<file path="config.mk">
export PLATFORM = sky130hd
export DESIGN_NAME = control_unit
export DESIGN_NICKNAME = d
export VERILOG_FILES = /design/src/rtl/control_pkg.sv /design/src/rtl/control_unit_imm_gen.sv /design/src/rtl/control_unit.sv
export SDC_FILE = /design/constraint.sdc
export NUM_CORES = 1
export LEC_CHECK = 0
export BUFFER_PORTS_ARGS = -buffer_cell sky130_fd_sc_hd__buf_4
export CAP_MARGIN = 20
export CORE_UTILIZATION = 30
export CTS_CLUSTER_DIAMETER = 40
export DETAILED_ROUTE_END_ITERATION = 7
export PLACE_DENSITY = 0.51
export SLEW_MARGIN = 5
export SYNTH_ARGS = -nofsm -noshare
export SYNTH_HDL_FRONTEND = slang
export SYNTH_SLANG_ARGS = --single-unit
</file>
<file path="constraint.sdc">
create_clock -name clk -period 8.4 [get_ports clk]
set_input_delay 0 -clock clk [delete_from_list [all_inputs] [get_ports clk]]
set_output_delay 0 -clock clk [all_outputs]
set_load 0.005 [all_outputs]
</file>
<file path="src/rtl/control_pkg.sv">
// Shared types and encodings for the control_unit sequencer: FSM states,
// RV64 opcode/funct constants and ALU opcodes.
package control_pkg;

  typedef enum logic [2:0] {
    FETCH,
    DECODE,
    EXECUTE,
    MEM,
    WRITEBACK,
    TRAP
  } state_e;

  // Instruction class, decides which states follow EXECUTE
  typedef enum logic [1:0] {
    K_ALU,
    K_LD,
    K_SD,
    K_BEQ
  } kind_e;

  localparam logic [6:0] OP_R   = 7'b0110011;
  localparam logic [6:0] OP_I   = 7'b0010011;
  localparam logic [6:0] OP_LD  = 7'b0000011;
  localparam logic [6:0] OP_SD  = 7'b0100011;
  localparam logic [6:0] OP_BEQ = 7'b1100011;

  localparam logic [6:0] F7_BASE = 7'b0000000;
  localparam logic [6:0] F7_SUB  = 7'b0100000;

  localparam logic [2:0] F3_ADD = 3'b000;
  localparam logic [2:0] F3_AND = 3'b111;
  localparam logic [2:0] F3_OR  = 3'b110;
  localparam logic [2:0] F3_DW  = 3'b011;
  localparam logic [2:0] F3_BEQ = 3'b000;

  localparam logic [2:0] ALU_ADD = 3'b000;
  localparam logic [2:0] ALU_SUB = 3'b001;
  localparam logic [2:0] ALU_AND = 3'b010;
  localparam logic [2:0] ALU_OR  = 3'b011;

  function automatic logic f3_is_arith(input logic [2:0] f3);
    return (f3 == F3_ADD) || (f3 == F3_AND) || (f3 == F3_OR);
  endfunction

  function automatic logic [2:0] alu_from_f3(input logic [2:0] f3);
    case (f3)
      F3_AND:  return ALU_AND;
      F3_OR:   return ALU_OR;
      default: return ALU_ADD;
    endcase
  endfunction

endpackage

</file>
<file path="src/rtl/control_unit_imm_gen.sv">
// imm_gen: picks the I/S/B immediate layout from the opcode in ir and
// sign-extends it to WORDSIZE bits (R-type yields 0).
module imm_gen
  import control_pkg::*;
#(
  parameter int WORDSIZE = 64
) (
  input  logic [31:0]         ir,
  output logic [WORDSIZE-1:0] imm
);

  // 13 bits covers the widest (B-type) field, so one extension path serves all
  logic [12:0] raw;
  logic        unused_bits;

  assign unused_bits = ^ir[19:12];

  always_comb begin
    raw = '0;
    case (ir[6:0])
      OP_I, OP_LD: raw = {ir[31], ir[31:20]};
      OP_SD:       raw = {ir[31], ir[31:25], ir[11:7]};
      OP_BEQ:      raw = {ir[31], ir[7], ir[30:25], ir[11:8], 1'b0};
      default:     raw = '0;
    endcase
  end

  assign imm = {{(WORDSIZE-13){raw[12]}}, raw};

endmodule

</file>
<file path="src/rtl/control_unit.sv">
// Multi-cycle RV64 control sequencer: fetch/decode/execute/mem/writeback FSM
// owning the pc. Optional retire counter enabled by RETIRE_COUNTER_EN.
module control_unit
  import control_pkg::*;
#(
  parameter int          WORDSIZE = 64,
  parameter logic [63:0] RESET_PC = 64'd0
) (
  input  logic                clk,
  input  logic                rst_n,
  input  logic [31:0]         instr,
  input  logic                instr_valid,
  output logic                instr_ready,
  input  logic                alu_zero,
  output logic [WORDSIZE-1:0] pc,
  output logic [4:0]          rf_addr_a,
  output logic [4:0]          rf_addr_b,
  output logic [4:0]          rf_write_addr,
  output logic                rf_write_en,
  output logic [WORDSIZE-1:0] immediate,
  output logic                mux_0_sel,
  output logic                mux_1_sel,
  output logic                mux_2_sel,
  output logic [2:0]          alu_operation,
  output logic                dm_write_en,
  output logic                trap,
  output logic [WORDSIZE-1:0] retired_count
);

  state_e              state_reg;
  kind_e               kind_reg;
  logic [31:0]         ir_reg;
  logic [WORDSIZE-1:0] pc_reg;
  logic [WORDSIZE-1:0] imm_reg;
  logic [4:0]          addr_a_reg, addr_b_reg, rd_reg;
  logic                rf_we_reg, dm_we_reg, mux_1_reg, mux_2_reg, trap_reg;
  logic [2:0]          alu_op_reg;

  logic [WORDSIZE-1:0] imm_value;
  logic                dec_legal, dec_mux1;
  kind_e               dec_kind;
  logic [2:0]          dec_op;

  imm_gen #(.WORDSIZE(WORDSIZE)) u_imm_gen (
    .ir  (ir_reg),
    .imm (imm_value)
  );

  always_comb begin
    dec_legal = 1'b0;
    dec_kind  = K_ALU;
    dec_op    = ALU_ADD;
    dec_mux1  = 1'b0;
    case (ir_reg[6:0])
      OP_R: begin
        dec_mux1 = 1'b1;
        if (ir_reg[31:25] == F7_BASE && f3_is_arith(ir_reg[14:12])) begin
          dec_legal = 1'b1;
          dec_op    = alu_from_f3(ir_reg[14:12]);
        end else if (ir_reg[31:25] == F7_SUB && ir_reg[14:12] == F3_ADD) begin
          dec_legal = 1'b1;
          dec_op    = ALU_SUB;
        end
      end
      OP_I: begin
        dec_legal = f3_is_arith(ir_reg[14:12]);
        dec_op    = alu_from_f3(ir_reg[14:12]);
      end
      OP_LD: begin
        dec_legal = (ir_reg[14:12] == F3_DW);
        dec_kind  = K_LD;
      end
      OP_SD: begin
        dec_legal = (ir_reg[14:12] == F3_DW);
        dec_kind  = K_SD;
      end
      OP_BEQ: begin
        dec_legal = (ir_reg[14:12] == F3_BEQ);
        dec_kind  = K_BEQ;
        dec_op    = ALU_SUB;
        dec_mux1  = 1'b1;
      end
      default: dec_legal = 1'b0;
    endcase
  end

  // Outputs are registered on entry to the state in which they must be seen
  always_ff @(posedge clk or negedge rst_n) begin
    if (!rst_n) begin
      state_reg  <= FETCH;
      kind_reg   <= K_ALU;
      ir_reg     <= '0;
      pc_reg     <= RESET_PC[WORDSIZE-1:0];
      imm_reg    <= '0;
      addr_a_reg <= '0;
      addr_b_reg <= '0;
      rd_reg     <= '0;
      rf_we_reg  <= 1'b0;
      dm_we_reg  <= 1'b0;
      mux_1_reg  <= 1'b0;
      mux_2_reg  <= 1'b0;
      alu_op_reg <= ALU_ADD;
      trap_reg   <= 1'b0;
    end else begin
      case (state_reg)
        FETCH: begin
          if (instr_valid) begin
            ir_reg    <= instr;
            state_reg <= DECODE;
          end
        end
        DECODE: begin
          if (dec_legal) begin
            addr_a_reg <= ir_reg[19:15];
            addr_b_reg <= ir_reg[24:20];
            rd_reg     <= ir_reg[11:7];
            imm_reg    <= imm_value;
            kind_reg   <= dec_kind;
            alu_op_reg <= dec_op;
            mux_1_reg  <= dec_mux1;
            state_reg  <= EXECUTE;
          end else begin
            trap_reg  <= 1'b1;
            state_reg <= TRAP;
          end
        end
        EXECUTE: begin
          case (kind_reg)
            K_BEQ: begin
              pc_reg    <= alu_zero ? pc_reg + imm_reg : pc_reg + WORDSIZE'(4);
              mux_1_reg <= 1'b0;
              state_reg <= FETCH;
            end
            K_LD: state_reg <= MEM;
            K_SD: begin
              dm_we_reg <= 1'b1;
              state_reg <= MEM;
            end
            default: begin
              rf_we_reg <= (rd_reg != 5'd0);
              mux_2_reg <= 1'b0;
              state_reg <= WRITEBACK;
            end
          endcase
        end
        MEM: begin
          if (kind_reg == K_SD) begin
            dm_we_reg <= 1'b0;
            mux_1_reg <= 1'b0;
            pc_reg    <= pc_reg + WORDSIZE'(4);
            state_reg <= FETCH;
          end else begin
            rf_we_reg <= (rd_reg != 5'd0);
            mux_2_reg <= 1'b1;
            state_reg <= WRITEBACK;
          end
        end
        WRITEBACK: begin
          rf_we_reg <= 1'b0;
          mux_1_reg <= 1'b0;
          mux_2_reg <= 1'b0;
          pc_reg    <= pc_reg + WORDSIZE'(4);
          state_reg <= FETCH;
        end
        TRAP:    state_reg <= TRAP;
        default: state_reg <= FETCH;
      endcase
    end
  end

  assign instr_ready   = (state_reg == FETCH);
  assign pc            = pc_reg;
  assign rf_addr_a     = addr_a_reg;
  assign rf_addr_b     = addr_b_reg;
  assign rf_write_addr = rd_reg;
  assign rf_write_en   = rf_we_reg;
  assign immediate     = imm_reg;
  assign mux_0_sel     = 1'b0;
  assign mux_1_sel     = mux_1_reg;
  assign mux_2_sel     = mux_2_reg;
  assign alu_operation = alu_op_reg;
  assign dm_write_en   = dm_we_reg;
  assign trap          = trap_reg;

`ifdef RETIRE_COUNTER_EN
  logic [WORDSIZE-1:0] retired_reg;
  logic                retire;

  assign retire = (state_reg == WRITEBACK)
               || (state_reg == EXECUTE && kind_reg == K_BEQ)
               || (state_reg == MEM && kind_reg == K_SD);

  always_ff @(posedge clk or negedge rst_n) begin
    if (!rst_n) begin
      retired_reg <= '0;
    end else if (retire) begin
      retired_reg <= retired_reg + WORDSIZE'(1);
    end
  end

  assign retired_count = retired_reg;
`else
  assign retired_count = '0;
`endif

endmodule

</file>
==> summary.md <==
| Metric | Value |
|---|---|
| Worst min path class | `in -> reg` |
| Combinational group share of total power | `35.0%` |
| Synth Register Bits | `136` |
| Worst-Skew Late Latency | `0.45 ns` |
| Commonest non-fill, non-tap cells in the layout | `198 x buf_4, 160 x a21oi_1, 146 x nand2_1` |
| Leading cell type in the layout, fill and taps excluded | `buf_4` |
| Fmax | `241 MHz` |
| Number of synthesis warnings | `0` |
| Pin count of the biggest net entering global routing | `93` |
| Fraction of layout cells with a size suffix above 1 | `19.0%` |
| Pre-CTS setup slack | `4.22 ns` |
| Outcome | `finished clean` |
| Worst Skew | `0.0173 ns` |
| Initial antenna violation count | `0` |
| Power share of the sequential group | `35.1%` |
| Final Hold Viols | `0` |
| Layout net count | `1677` |
| Antenna-violating nets left | `0` |
| Routed vias/inst | `5.28` |
| Sw Share | `39.4%` |
| CP Launch Type | `register` |
| Relative slew slack | `29.5%` |
| Post-cts resize count | `0` |
| Final WL | `37500 µm` |
| Max Cap Violations | `0` |
| Static Leak | `6.35 nW` |
| Sequential cell area | `3410 µm²` |
| Clock power share | `29.9%` |
| Maximum clock path buffer count | `2` |
| Worst Max-Slew Pin Slew | `1.06 ns` |
| WL/cell | `17.9 µm` |
| Hpwl dp | `27600 µm` |
| Antenna Cells | `0` |
| Initial Util | `30.7%` |
| Port-buffer cells | `186` |
| Pwr Density | `204 nW/µm²` |
| VDD IR-drop max | `0.151 mV` |
| Synthesized cell area | `11600 µm²` |
| Core Region | `37800 µm²` |
| Slew Limit Fails | `0` |
| Critical path arrival | `4.45 ns` |
| EDFF count, synth | `0` |
| Internal cell power | `1.72 mW` |
| TritonCTS Buffers | `17` |
| Die W | `199 µm` |
| Post-Syn Instances | `1441` |
| Fin crit share | `49.4%` |
| Hold_buf cts | `33` |
| Initial DRC Count | `740` |
| Fin crit period | `4.15 ns` |
| Mean post-synth cell area | `8.05 µm²` |
| Setup Fix Bufs, Post-CTS | `0` |
| Post-synth top flop | `dfrtp_1` |
| TNS Setup | `0 ns` |
| Row cnt | `71` |
| Setup CP Type | `reg -> reg` |
| Worst reg2reg path depth | `12` |
| Number of distinct library cells after synthesis | `73` |
| Routed vias | `11100` |
| Final setup viols | `0` |
| H-Tree Level Count | `4` |
| Cell count of the worst hold path | `4` |
| GRT Util Overall | `19.0%` |
| CP Capture Type | `register` |
| First-pass GRT wire length | `58400 µm` |
| Unrepaired setup endpoints after global routing | `no` |
| Seq/Total Area, Yosys | `29.3%` |
| Slack of the critical path | `4.25 ns` |
| Fraction of registers with async set or reset after synthesis | `100%` |
| Worst-path clk slew | `0.07 ns` |
| CTS root buf | `clkbuf_16` |
| Synth-to-layout area growth | `19.4%` |
| DR pass1 iterations | `5` |
| CTS tree | `built` |
| I/O Pins | `253` |
| Worst EP required | `8.70 ns` |
| Fillers | `3989` |
| Area of the multi-input gates | `7230 µm²` |
| Die Area | `39500 µm²` |
| Largest register FFs | `64` |
| Die Y | `199 µm` |
| Total power draw | `2.83 mW` |
| GRT overflow | `0` |
| Sink Count | `136` |
| GP Congestion | `0.905` |
| Vias in the first global route | `10500` |
| Residual DRC | `0` |
| Psw | `1.12 mW` |
| Crit-path max FO | `92` |
==> cell families after synthesis <==
kind of cell             count (synthesis)  synth area share [%]
AO/OA/AOI/OAI                          465                  24.8
flip-flops                             136                  29.3
AND/OR/NAND/NOR                        447                  18.2
adder cells (fa/ha/maj)                 68                  7.40
other                                    1                0.0323
multiplexers                            56                  5.38
XOR/XNOR                                54                  4.08
buffers and inverters                  214                  10.7
==> metrics by stage <==
step,utilization [%],std cells,instance area [µm²],hold WS (ns)
2_1_floorplan,-,1506,11800,-0.296
4_1_cts,36.6,2097,13900,0.0232
6_report,36.6,2097,13900,0.0555
5_1_grt,36.6,2097,13900,0.0647
3_5_place_dp,34.0,2032,12900,0.163
3_3_place_gp,34.0,2032,12900,0.156
==> routing by layer <==
metal | global-route usage (%) | up-vias | share of wire, %
li1 | - | 5366 | -
met1 | 24.8 | 5209 | 44
met2 | 29.9 | 438 | 45
met3 | 5.48 | 49 | 8.4
met4 | 6.18 | 0 | 2.0
met5 | 0 | - | 0
==> power groups by stage <==
stage	clock network, mW	logic [mW]	registers [mW]
after global routing	0.894	1.11	1.02
final	0.846	0.992	0.995
after floorplan	0	0.629	0.935
after global placement	0	0.972	1.01
after CTS	0.874	0.991	0.995
after detailed placement	0	0.974	1.01
==> Yosys cell counts, types with 10 or more instances <==
master / count / share of area [%]
nand2_1: 148 / 4.8
nor2b_1: 14 / 0.75
xor2_1: 21 / 1.6
buf_4: 117 / 7.6
clkbuf_1: 61 / 2.0
a211oi_1: 19 / 1.2
a21oi_1: 160 / 6.9
nor2_1: 103 / 3.3
o22ai_1: 15 / 0.81
and3_1: 12 / 0.65
nand3_1: 44 / 1.9
o21bai_1: 12 / 0.78
o21ai_0: 112 / 4.8
o21a_1: 10 / 0.65
nor3_1: 32 / 1.4
nand4_1: 31 / 1.7
and2_1: 10 / 0.54
xnor2_1: 33 / 2.5
nand2b_1: 11 / 0.59
a21o_1: 44 / 2.8
dfrtp_1: 136 / 29
ha_1: 67 / 7.2
mux2_2: 51 / 5.0
a31oi_1: 11 / 0.59
inv_1: 30 / 0.97
==> layout make-up <==
type | instances | area share [%]
clock buffers | 17 | 3.07
clock inverters | 15 | 1.54
inverters | 30 | 0.813
multi-input cells | 1156 | 52.2
flip-flops and latches | 136 | 24.6
well taps | 511 | 4.62
repair buffers | 232 | 13.2
==> path summary, 6_finish.rpt <==
check | from | to | slack, ns
setup / recovery | immediate[12] | pc[61] | 4.25
hold / removal | instr_valid | state_reg[0] | 0.06
setup reg to reg | immediate[12] | pc[61] | 4.25
hold reg to reg | ir_reg[19] | ir_reg[19] | 0.50
max in group asynchronous | rst_n | rf_addr_a[2] | 7.07
min in group asynchronous | rst_n | rf_addr_b[2] | 0.16
==> critical path: stages (launching register included) <==
cell and delay [ns]:
dfrtp_4 0.54, buf_4 0.74, ha_1 0.45, a21oi_1 0.27
o21bai_1 0.09, a21oi_1 0.21, nor2_1 0.07, a211o_1 0.29
a41o_1 0.25, a2111oi_0 0.61, o31ai_1 0.15, xnor2_1 0.18
a21oi_1 0.08
Power figures use the tool's default switching activity.
